[src/rtl/clk_mon_pkg.sv]
// Shared types and defaults for the clock frequency monitor.
// Holds the FSM state type, the default divider table and the expected-count helper.
package clk_mon_pkg;

    typedef enum logic [1:0] {
        IDLE,
        SETTLE,
        MEASURE,
        REPORT
    } state_t;

    localparam int unsigned DEF_DIV0 = 2;
    localparam int unsigned DEF_DIV1 = 4;
    localparam int unsigned DEF_DIV2 = 8;
    localparam int unsigned DEF_DIV3 = 16;

    // Edges expected in one gate window for the reported selection.
    function automatic int unsigned expected_count(
        input logic [1:0]  sel,
        input int unsigned gate,
        input int unsigned d0,
        input int unsigned d1,
        input int unsigned d2,
        input int unsigned d3
    );
        int unsigned div;
        case (sel)
            2'd0:    div = d0;
            2'd1:    div = d1;
            2'd2:    div = d2;
            default: div = d3;
        endcase
        return gate / div;
    endfunction

endpackage

[src/rtl/clk_freq_monitor_if.sv]
// Signal bundle between a clock generator (or bench) and the frequency monitor.
// master drives the monitored clock, selection and start; slave is the monitor.
interface clk_freq_monitor_if #(
    parameter int unsigned CNT_W = 7
);
    logic             clk_mon;
    logic [1:0]       which_clk;
    logic             start;
    logic             busy;
    logic             meas_valid;
    logic [CNT_W-1:0] edge_count;
    logic             freq_ok;
    logic             sel_err;

    modport master (
        output clk_mon, which_clk, start,
        input  busy, meas_valid, edge_count, freq_ok, sel_err
    );

    modport slave (
        input  clk_mon, which_clk, start,
        output busy, meas_valid, edge_count, freq_ok, sel_err
    );
endinterface

[src/rtl/clk_mon_sync.sv]
// Two-flop synchronizer plus delay flop for the monitored clock.
// o_rise pulses for one clk_in cycle per rising edge seen on i_clk_mon.
module clk_mon_sync (
    input  logic clk_in,
    input  logic rst,
    input  logic i_clk_mon,
    output logic o_rise
);
    logic r_s1;
    logic r_s2;
    logic r_s3;

    always_ff @(posedge clk_in or posedge rst) begin
        if (rst) begin
            r_s1 <= 1'b0;
            r_s2 <= 1'b0;
            r_s3 <= 1'b0;
        end else begin
            r_s1 <= i_clk_mon;
            r_s2 <= r_s1;
            r_s3 <= r_s2;
        end
    end

    assign o_rise = r_s2 & ~r_s3;
endmodule

[src/rtl/clk_freq_monitor.sv]
// Gated edge counter checking a generated clock against the rate implied by which_clk.
// Counts clk_mon rising edges over GATE_CYCLES clk_in cycles and reports pass/fail.
module clk_freq_monitor
    import clk_mon_pkg::*;
#(
    parameter int unsigned GATE_CYCLES   = 64,
    parameter int unsigned SETTLE_CYCLES = 4,
    parameter int unsigned DIV0          = DEF_DIV0,
    parameter int unsigned DIV1          = DEF_DIV1,
    parameter int unsigned DIV2          = DEF_DIV2,
    parameter int unsigned DIV3          = DEF_DIV3,
    parameter int unsigned TOL           = 1,
    localparam int unsigned CNT_W        = $clog2(GATE_CYCLES + 1)
) (
    input  logic               clk_in,
    input  logic               rst,
    clk_freq_monitor_if.slave  mon
);
    localparam int unsigned TMR_W =
        $clog2((GATE_CYCLES > SETTLE_CYCLES) ? GATE_CYCLES : SETTLE_CYCLES);
    localparam logic [TMR_W-1:0]        SETTLE_LAST = TMR_W'(SETTLE_CYCLES - 1);
    localparam logic [TMR_W-1:0]        GATE_LAST   = TMR_W'(GATE_CYCLES - 1);
    localparam logic signed [CNT_W:0]   TOL_S       = (CNT_W + 1)'(TOL);

    state_t             r_state;
    state_t             w_state_nxt;
    logic [TMR_W-1:0]   r_timer;
    logic [TMR_W-1:0]   w_timer_nxt;
    logic [CNT_W-1:0]   r_cnt;
    logic [CNT_W-1:0]   w_cnt_nxt;
    logic [CNT_W-1:0]   w_cnt_inc;
    logic [1:0]         r_sel_q;
    logic [CNT_W-1:0]   r_expected;
    logic [CNT_W-1:0]   r_edge_count;
    logic               r_freq_ok;
    logic               r_sel_err;

    logic               w_rise;
    logic               w_sel_chg;
    logic               w_latch;
    logic               w_load;
    logic               w_abort;
    logic [CNT_W-1:0]   w_res_cnt;
    logic signed [CNT_W:0] w_diff;
    logic               w_in_tol;

    clk_mon_sync u_sync (
        .clk_in    (clk_in),
        .rst       (rst),
        .i_clk_mon (mon.clk_mon),
        .o_rise    (w_rise)
    );

    assign w_sel_chg = (mon.which_clk != r_sel_q);
    assign w_cnt_inc = (w_rise && (r_cnt != '1)) ? r_cnt + CNT_W'(1) : r_cnt;

    // A normal window includes the rise seen in its final cycle; an abort reports cnt as it stands.
    assign w_res_cnt = w_abort ? r_cnt : w_cnt_inc;
    assign w_diff    = $signed({1'b0, w_res_cnt}) - $signed({1'b0, r_expected});
    assign w_in_tol  = (w_diff <= TOL_S) && (w_diff >= -TOL_S);

    always_comb begin
        w_state_nxt = r_state;
        w_timer_nxt = r_timer;
        w_cnt_nxt   = r_cnt;
        w_latch     = 1'b0;
        w_load      = 1'b0;
        w_abort     = 1'b0;
        case (r_state)
            IDLE: begin
                if (mon.start) begin
                    w_state_nxt = SETTLE;
                    w_timer_nxt = '0;
                    w_cnt_nxt   = '0;
                    w_latch     = 1'b1;
                end
            end
            SETTLE: begin
                if (w_sel_chg) begin
                    w_state_nxt = REPORT;
                    w_load      = 1'b1;
                    w_abort     = 1'b1;
                end else if (r_timer == SETTLE_LAST) begin
                    w_state_nxt = MEASURE;
                    w_timer_nxt = '0;
                    w_cnt_nxt   = '0;
                end else begin
                    w_timer_nxt = r_timer + TMR_W'(1);
                end
            end
            MEASURE: begin
                if (w_sel_chg) begin
                    w_state_nxt = REPORT;
                    w_load      = 1'b1;
                    w_abort     = 1'b1;
                end else begin
                    w_cnt_nxt = w_cnt_inc;
                    if (r_timer == GATE_LAST) begin
                        w_state_nxt = REPORT;
                        w_load      = 1'b1;
                    end else begin
                        w_timer_nxt = r_timer + TMR_W'(1);
                    end
                end
            end
            REPORT: begin
                w_state_nxt = IDLE;
            end
            default: begin
                w_state_nxt = IDLE;
            end
        endcase
    end

    always_ff @(posedge clk_in or posedge rst) begin
        if (rst) begin
            r_state <= IDLE;
        end else begin
            r_state <= w_state_nxt;
        end
    end

    always_ff @(posedge clk_in or posedge rst) begin
        if (rst) begin
            r_timer      <= '0;
            r_cnt        <= '0;
            r_sel_q      <= '0;
            r_expected   <= '0;
            r_edge_count <= '0;
            r_freq_ok    <= 1'b0;
            r_sel_err    <= 1'b0;
        end else begin
            r_timer <= w_timer_nxt;
            r_cnt   <= w_cnt_nxt;
            if (w_latch) begin
                r_sel_q    <= mon.which_clk;
                r_expected <= CNT_W'(expected_count(mon.which_clk, GATE_CYCLES,
                                                    DIV0, DIV1, DIV2, DIV3));
            end
            if (w_load) begin
                r_edge_count <= w_res_cnt;
                r_freq_ok    <= ~w_abort & w_in_tol;
                r_sel_err    <= w_abort;
            end
        end
    end

    assign mon.busy       = (r_state != IDLE);
    assign mon.meas_valid = (r_state == REPORT);
    assign mon.edge_count = r_edge_count;
    assign mon.freq_ok    = r_freq_ok;
    assign mon.sel_err    = r_sel_err;
endmodule

[src/flat_wrapper.sv]
// flat-port wrapper written by rule: the top's interface ports become plain ports
module clk_freq_monitor_flat import clk_mon_pkg::*;
#(
    parameter int unsigned GATE_CYCLES   = 64,
    parameter int unsigned SETTLE_CYCLES = 4,
    parameter int unsigned DIV0          = DEF_DIV0,
    parameter int unsigned DIV1          = DEF_DIV1,
    parameter int unsigned DIV2          = DEF_DIV2,
    parameter int unsigned DIV3          = DEF_DIV3,
    parameter int unsigned TOL           = 1,
    localparam int unsigned CNT_W        = $clog2(GATE_CYCLES + 1)
)
  (clk_in, rst, mon_clk_mon, mon_which_clk, mon_start, mon_busy, mon_meas_valid, mon_edge_count, mon_freq_ok, mon_sel_err);
  clk_freq_monitor_if #(.CNT_W(7)) mon_i ();
  input  logic clk_in;
  input  logic rst;
  input wire logic [$bits(mon_i.clk_mon)-1:0] mon_clk_mon;
  input wire logic [$bits(mon_i.which_clk)-1:0] mon_which_clk;
  input wire logic [$bits(mon_i.start)-1:0] mon_start;
  output wire logic [$bits(mon_i.busy)-1:0] mon_busy;
  output wire logic [$bits(mon_i.meas_valid)-1:0] mon_meas_valid;
  output wire logic [$bits(mon_i.edge_count)-1:0] mon_edge_count;
  output wire logic [$bits(mon_i.freq_ok)-1:0] mon_freq_ok;
  output wire logic [$bits(mon_i.sel_err)-1:0] mon_sel_err;
  assign mon_i.clk_mon = mon_clk_mon;
  assign mon_i.which_clk = mon_which_clk;
  assign mon_i.start = mon_start;
  assign mon_busy = mon_i.busy;
  assign mon_meas_valid = mon_i.meas_valid;
  assign mon_edge_count = mon_i.edge_count;
  assign mon_freq_ok = mon_i.freq_ok;
  assign mon_sel_err = mon_i.sel_err;
  clk_freq_monitor #(.GATE_CYCLES(GATE_CYCLES), .SETTLE_CYCLES(SETTLE_CYCLES), .DIV0(DIV0), .DIV1(DIV1), .DIV2(DIV2), .DIV3(DIV3), .TOL(TOL)) u_core (.clk_in(clk_in), .rst(rst), .mon(mon_i));
endmodule
[config.mk]
export PLATFORM = sky130hd
export DESIGN_NAME = clk_freq_monitor_flat
export DESIGN_NICKNAME = d
export VERILOG_FILES = /design/src/rtl/clk_mon_pkg.sv /design/src/rtl/clk_freq_monitor_if.sv /design/src/rtl/clk_mon_sync.sv /design/src/rtl/clk_freq_monitor.sv /design/src/flat_wrapper.sv
export SDC_FILE = /design/constraint.sdc
export NUM_CORES = 1
export LEC_CHECK = 0
export ABC_AREA = 1
export CAP_MARGIN = 0
export CORE_ASPECT_RATIO = 0.8
export CORE_MARGIN = 2
export CORE_UTILIZATION = 25
export CTS_CLUSTER_DIAMETER = 60
export DETAILED_ROUTE_END_ITERATION = 8
export MAX_ROUTING_LAYER = met4
export PLACE_DENSITY_LB_ADDON = 0.08
export SLEW_MARGIN = 5
export SYNTH_ARGS = -nofsm -noshare
export SYNTH_HDL_FRONTEND = slang
export SYNTH_SLANG_ARGS = --single-unit
[constraint.sdc]
create_clock -name clk_in -period 3.7 [get_ports clk_in]
set_clock_uncertainty 0.05 [all_clocks]
set_input_delay 0.37 -clock clk_in [delete_from_list [all_inputs] [get_ports clk_in]]
set_output_delay 0.37 -clock clk_in [all_outputs]
set_load 0.005 [all_outputs]
==> impl_metrics.yaml, run 1 <==
sta:
  period_share_pct: 90.0
  fmax_mhz: 300
  relSlewSlack_pct: 67.1
  maxSlewViolCount: 0
  finalSetupTns_ns: 0
  whs_ns: 0.308
  tightest_slew_ns: 0.493
  fin_crit_ns: 3.33
  hold_viol_final: 0
  setup_violations: 0
floorplan:
  rows: 34
  start_util_pct: 25.9
  dieArea_sq_um: 12200
  ios: 17
  coreArea_sq_um: 11000
  die_h_microns: 99.3
  die_w_microns: 123
power_and_ir_drop:
  p_comb_share_pct: 55.8
  switchingPower_mw: 0.946
  finalPower_mw: 2.19
  power.leakage_nw: 1.76
  p_int_mw: 1.24
  power_density_nw_per_um2: 614
  ir_drop_uv: 260
  power_frac_seq_pct: 25.6
  power_frac_clock_pct: 18.6
  p_sw_share_pct: 43.3
placement:
  gp_congestion: 0.872
  placed_area_sq_um: 3360
  dp_cells: 578
  io_buffers: 16
  hpwl_microns: 5780
cts:
  cts_buffers: 5
  clockRootBuffer: "clkbuf_16"
  clockBufferDepth: 2
  cts_tree: "yes"
  clk_latency_ns: 0.28
  h-tree-depth: 2
  path_clk_slew_ns: 0.06
  cts.sinks: 36
layout:
  drive_above_1_share_pct: 14.4
  synthToLayoutAreaGrowth_pct: 25.3
  multiInputGateArea_sq_um: 1710
  final_nets: 478
  diodes: 0
  fin_cells: 589
  fin_area_sq_um: 3560
  fill_cells: 1178
  regArea_sq_um: 901
global_routing:
  grt_first_pass_wirelength_microns: 13000
  grt_pass1_vias: 2700
  antenna_found_initial: 0
  grt_usage_pct: 13.8
  grt_overflow_total: 0
  grt_max_degree: 37
synth:
  synth_cell_type_count: 39
  avgSynthCellArea_sq_um: 7.19
  ys_async_sr_fraction_pct: 100
  yosys.area.top_type: "dfrtp_1"
  syn_nets: 428
  syn_inst: 395
  synthTopCellsByArea: "dfrtp_1, nand2_1, ha_1, inv_1, o21ai_0"
  synth_most_common_cell: "nand2_1"
  synth_seq_cells: 36
  yosysSeqAreaShare_pct: 31.7
  synthesis.area_sq_um: 2840
  synth_warnings: 0
  synth_common_cells: "nand2_1, inv_1, o21ai_0, dfrtp_1, nor2_1"
  synth_flop_cell: "dfrtp_1"
  synth_top_area_share_pct: 31.7
  synth-edff-count: 0
detailed_routing:
  antenna_left: 0
  vias: 2639
  drt-initial-drc-count: 137
  drc_errors: 0
  avgRoutedWirePerCell_microns: 12.5
  first_pass_iters: 4
  drt-total-wl_microns: 7380
  via_per_inst: 4.48
worst_hold_path:
  hold_path.class: "reg2reg"
  whs_path_depth: 0
  hp-start: "u_core.u_sync.r_s1"
critical_path:
  critPathKind: "in2reg"
  startpoint: "mon_which_clk[0]"
  worstSetupStartpointType: "input pin"
  reg2reg_depth: 19
  arrival_ns: 3.45
  crit_path_end_kind: "register"
  reg2reg_from: "u_core.r_cnt[0]"
  ff2ff_setup_slack_ns: 0.43
  critical_path_required_ns: 3.82
  path_max_fanout: 5
run:
  drv_cap: 0
outcome:
  status: "finished, final reports clean"
==> critical path: stages <==
cell and delay [ns]:
clkdlybuf4s50_1 0.43, buf_4 0.17, inv_1 0.14, ha_1 0.19, inv_1 0.07, ha_1 0.30, inv_1 0.06, a21oi_1 0.11
nand2_1 0.09, nand2_2 0.10, nand2_1 0.06, nand3_2 0.09, nand2_4 0.08, nand3_1 0.09, nand2_1 0.08, nand2_2 0.10
nand4_2 0.16, nand3_1 0.11, nand2_1 0.06, nand2_2 0.09, nand3_2 0.09, nand2_1 0.07, nand2_1 0.04, nor2_1 0.09
nand3_1 0.09, nand2_1 0.07, nand2_1 0.05
==> placed cells by master, fill, tap and decap left out, types with 4 or more instances in the layout <==
| master | synthesis | routed |
|---|---|---|
| nor2_1 | 31 | 29 |
| o21ai_0 | 42 | 38 |
| o21ai_1 | 0 | 4 |
| nand2_2 | 5 | 6 |
| nand2_1 | 94 | 93 |
| buf_4 | 1 | 30 |
| a21oi_1 | 17 | 17 |
| o22ai_1 | 4 | 4 |
| nand4_1 | 5 | 5 |
| dfrtp_1 | 36 | 36 |
| xor2_1 | 9 | 8 |
| inv_1 | 62 | 62 |
| ha_1 | 26 | 26 |
| nand3_1 | 21 | 21 |
| clkbuf_16 | 0 | 5 |
| clkdlybuf4s50_1 | 0 | 16 |
==> layer usage <==
layer	vias up	global-route usage, %	routed length, microns
li1	1384	-	-
met2	59	18.0	2880
met3	9	3.21	320
met4	0	3.58	73
met1	1187	21.0	4100
met5	-	-	0
==> metrics by stage <==
step / setup slack [ns] / util [%]
finish: 0.369 / 32.4
global route: -0.0108 / 32.4
CTS: 0.116 / 31.8
detailed placement: -0.0674 / 30.6
global placement: -0.0646 / 30.6
floorplan: 0.640 / -
==> state kept, by name, indices dropped and copies added (netlist names) <==
| register | cells |
|---|---|
| u_core.r_expected | 7 |
| u_core.mon.sel_err | 1 |
| u_core.mon.freq_ok | 1 |
| u_core.r_timer | 6 |
| u_core.mon.edge_count | 7 |
| u_core.u_sync.r_s1 | 1 |
| u_core.r_state | 2 |
| u_core.r_sel_q | 2 |
| u_core.u_sync.r_s2 | 1 |
| u_core.r_cnt | 7 |
| u_core.u_sync.r_s3 | 1 |
==> final cells by class <==
cell class / instances / area share [%]
clock buffer: 6 / 3.62
sequential: 36 / 25.3
timing repair buffer: 46 / 10.8
inverter: 66 / 6.96
clock inverter: 1 / 0.141
multi-input combinational: 290 / 48.1
tap: 144 / 5.06
==> path summary, 6_finish.rpt <==
| check | end |
|---|---|
| setup / recovery | u_core.r_expected[0] |
| hold / removal | u_core.u_sync.r_s2 |
| setup reg to reg | u_core.mon.freq_ok |
| hold reg to reg | u_core.u_sync.r_s2 |
| max in group asynchronous | u_core.mon.edge_count[5] |
| min in group asynchronous | u_core.r_sel_q[0] |
==> power groups by stage <==
stage | combinational (mW) | sequential [mW] | clock [mW]
global route | 1.43 | 0.575 | 0.441
floorplan | 0.785 | 0.551 | 0
CTS | 1.17 | 0.560 | 0.424
global placement | 1.18 | 0.566 | 0
finish | 1.22 | 0.560 | 0.407
detailed placement | 1.17 | 0.565 | 0
==> cells by family after synthesis <==
logic type,count (synthesis),share of synthesized area (%)
xor+xnor,10,3.08
compound gates,81,16.4
buf+inv,69,9.25
simple gates,172,27.4
fa+ha+maj,27,12.2
flops,36,31.7
==> timing repair <==
action,CTS,global route
resized for setup,0,12
buffers inserted,0,4
hold buffers,0,0
endpoints found under the setup margin,0,1
hold endpoints to repair,0,0
No activity file was read; power rests on OpenSTA's default activity.
==> run 2, diff against run 1 <==
--- a/config.mk
+++ b/config.mk
@@ -6,7 +6,6 @@
 export NUM_CORES = 1
 export LEC_CHECK = 0
 export ABC_AREA = 1
-export CAP_MARGIN = 0
 export CORE_ASPECT_RATIO = 0.8
 export CORE_MARGIN = 2
 export CORE_UTILIZATION = 25
@@ -14,7 +13,7 @@
 export DETAILED_ROUTE_END_ITERATION = 8
 export MAX_ROUTING_LAYER = met4
 export PLACE_DENSITY_LB_ADDON = 0.08
-export SLEW_MARGIN = 5
+export REMOVE_ABC_BUFFERS = 1
 export SYNTH_ARGS = -nofsm -noshare
 export SYNTH_HDL_FRONTEND = slang
 export SYNTH_SLANG_ARGS = --single-unit
==> run 2 against run 1 <==
Register-to-register slack barely moved. Clock power rose by 4.9%. Core utilization is 0.25 points lower. Sequential cell count unchanged. Critical path type is now reg2reg. Critical endpoint is now u_core.mon.freq_ok.
==> impl_metrics.yaml, run 2 (same netlist as run 1, synthesis figures left out) <==
floorplan:
  start_util_pct: 25.9
  rows: 34
  dieArea_sq_um: 12200
  coreArea_sq_um: 11000
  die_h_microns: 99.3
  die_w_microns: 123
  ios: 17
detailed_routing:
  drt-total-wl_microns: 7000
  first_pass_iters: 5
  drt-initial-drc-count: 118
  via_per_inst: 4.45
  vias: 2614
  drc_errors: 0
  avgRoutedWirePerCell_microns: 11.9
  antenna_left: 0
power_and_ir_drop:
  ir_drop_uv: 326
  finalPower_mw: 2.17
  power_density_nw_per_um2: 616
  power.leakage_nw: 1.75
global_routing:
  grt_usage_pct: 12.8
  grt_overflow_total: 0
  grt_pass1_vias: 2494
  grt_first_pass_wirelength_microns: 12200
  antenna_found_initial: 0
  grt_max_degree: 37
layout:
  final_common_cell: "nand2_1"
  diodes: 0
  synthToLayoutAreaGrowth_pct: 24.4
  final_nets: 475
  drive_above_1_share_pct: 12.9
  final_cell_mix: "nand2_1, inv_1, o21ai_0"
critical_path:
  critPathKind: "reg2reg"
  path_max_fanout: 4
  cp_slowest_cell: "dfrtp_1"
  path_buf_inv: 2
  arrival_ns: 3.41
  critPathTopFamily: "compound AO/OA/AOI/OAI gates"
  worstSetupStartpointType: "register"
  crit_path_end_kind: "register"
  critical_path_required_ns: 3.85
  crit_top_cell: "nand2_1"
  cp_cell_sequence: "ha_1 > nand3_1 > nor3_2 > nand2_1 > nand2_1 > nor2_1 > xor2_1 > o21ai_0 > buf_4 > ha_1 > nand2_1 > o21ai_1 > a21oi_1 > o21bai_1 > xor2_1 > inv_1 > o31ai_1 > nand2_1 > o21ai_0"
  critical_path.max_stage_delay_ns: 0.38
placement:
  place_ws_ns: -0.0273
  hpwl_microns: 5710
  io_buffers: 16
  gp_congestion: 0.801
cts:
  cts.sinks: 36
  cts_buffers: 5
  cts_hold_buf: 0
  h-tree-depth: 2
  cts_tree: "yes"
  clk_latency_ns: 0.28
  clockRootBuffer: "clkbuf_16"
  clockBufferDepth: 2
  path_clk_slew_ns: 0.05
sta:
  period_share_pct: 88.0
  worst_slack_ns: 0.442
  tightest_slew_ns: 0.487
  setup_violations: 0
  maxSlewViolCount: 0
  fmax_mhz: 307
  relSlewSlack_pct: 67.3
  rsz0062_at_grt: "no"
  hold_viol_final: 0
  fin_crit_ns: 3.26
outcome:
  status: "finished, final reports clean"
run:
  drv_cap: 0
worst_hold_path:
  hold_path.class: "reg2reg"
==> run 2: cell types whose count changed in the layout (fill, tap and decap cells not counted), sizes merged <==
cell	previous run	this run
clkinv	2	1
buf	30	27
clkbuf	6	8
==> run 2: final cells by class <==
cell class                 instances  area, sq um
clock buffer                       8          146
timing repair buffer              43          363
tap                              144          180
multi-input combinational        290         1690
sequential                        36          901
fill                            1210         7440
inverter                          66          248
==> run 2: what timing repair did <==
item	CTS	global route
resized for setup	0	8
setup endpoints to repair	0	1
buffers inserted	0	0
==> run 2: stage by stage <==
| stage | area [sq um] | instances | setup TNS (ns) | utilization (%) | hold slack [ns] |
|---|---|---|---|---|---|
| global route | 3530 | 587 | 0 | 32.2 | 0.317 |
| finish | 3530 | 587 | 0 | 32.2 | 0.306 |
| global placement | 3370 | 579 | -0.0579 | 30.7 | 0.303 |
| floorplan | 2830 | 392 | 0 | - | 0.281 |
| detailed placement | 3370 | 579 | -0.0273 | 30.7 | 0.293 |
| CTS | 3510 | 587 | 0 | 32.0 | 0.305 |
==> run 2: report_power, final <==
part / internal, mW / switching (mW)
sequential: 0.493 / 0.0644
combinational: 0.480 / 0.710
clock: 0.269 / 0.158
total: 1.24 / 0.933
==> run 2: routing by layer <==
metal,up-vias,global-route usage [%],wire length (microns)
met2,55,16.3,2590
met3,8,2.98,394
met5,-,-,0
li1,1382,-,-
met4,0,2.10,52
met1,1169,20.4,3950
==> run 2: final timing paths <==
check                                                end                from  slack [ns]  cells after the start
min in group asynchronous              u_core.r_sel_q[0]                 rst        0.45                      3
max in group asynchronous       u_core.mon.edge_count[5]                 rst        2.82                      3
worst min-delay path                  u_core.u_sync.r_s2  u_core.u_sync.r_s1        0.31                      0
worst min register to register        u_core.u_sync.r_s2  u_core.u_sync.r_s1        0.31                      0
worst max register to register        u_core.mon.freq_ok     u_core.r_cnt[0]        0.44                     19
worst max-delay path                  u_core.mon.freq_ok     u_core.r_cnt[0]        0.44                     19
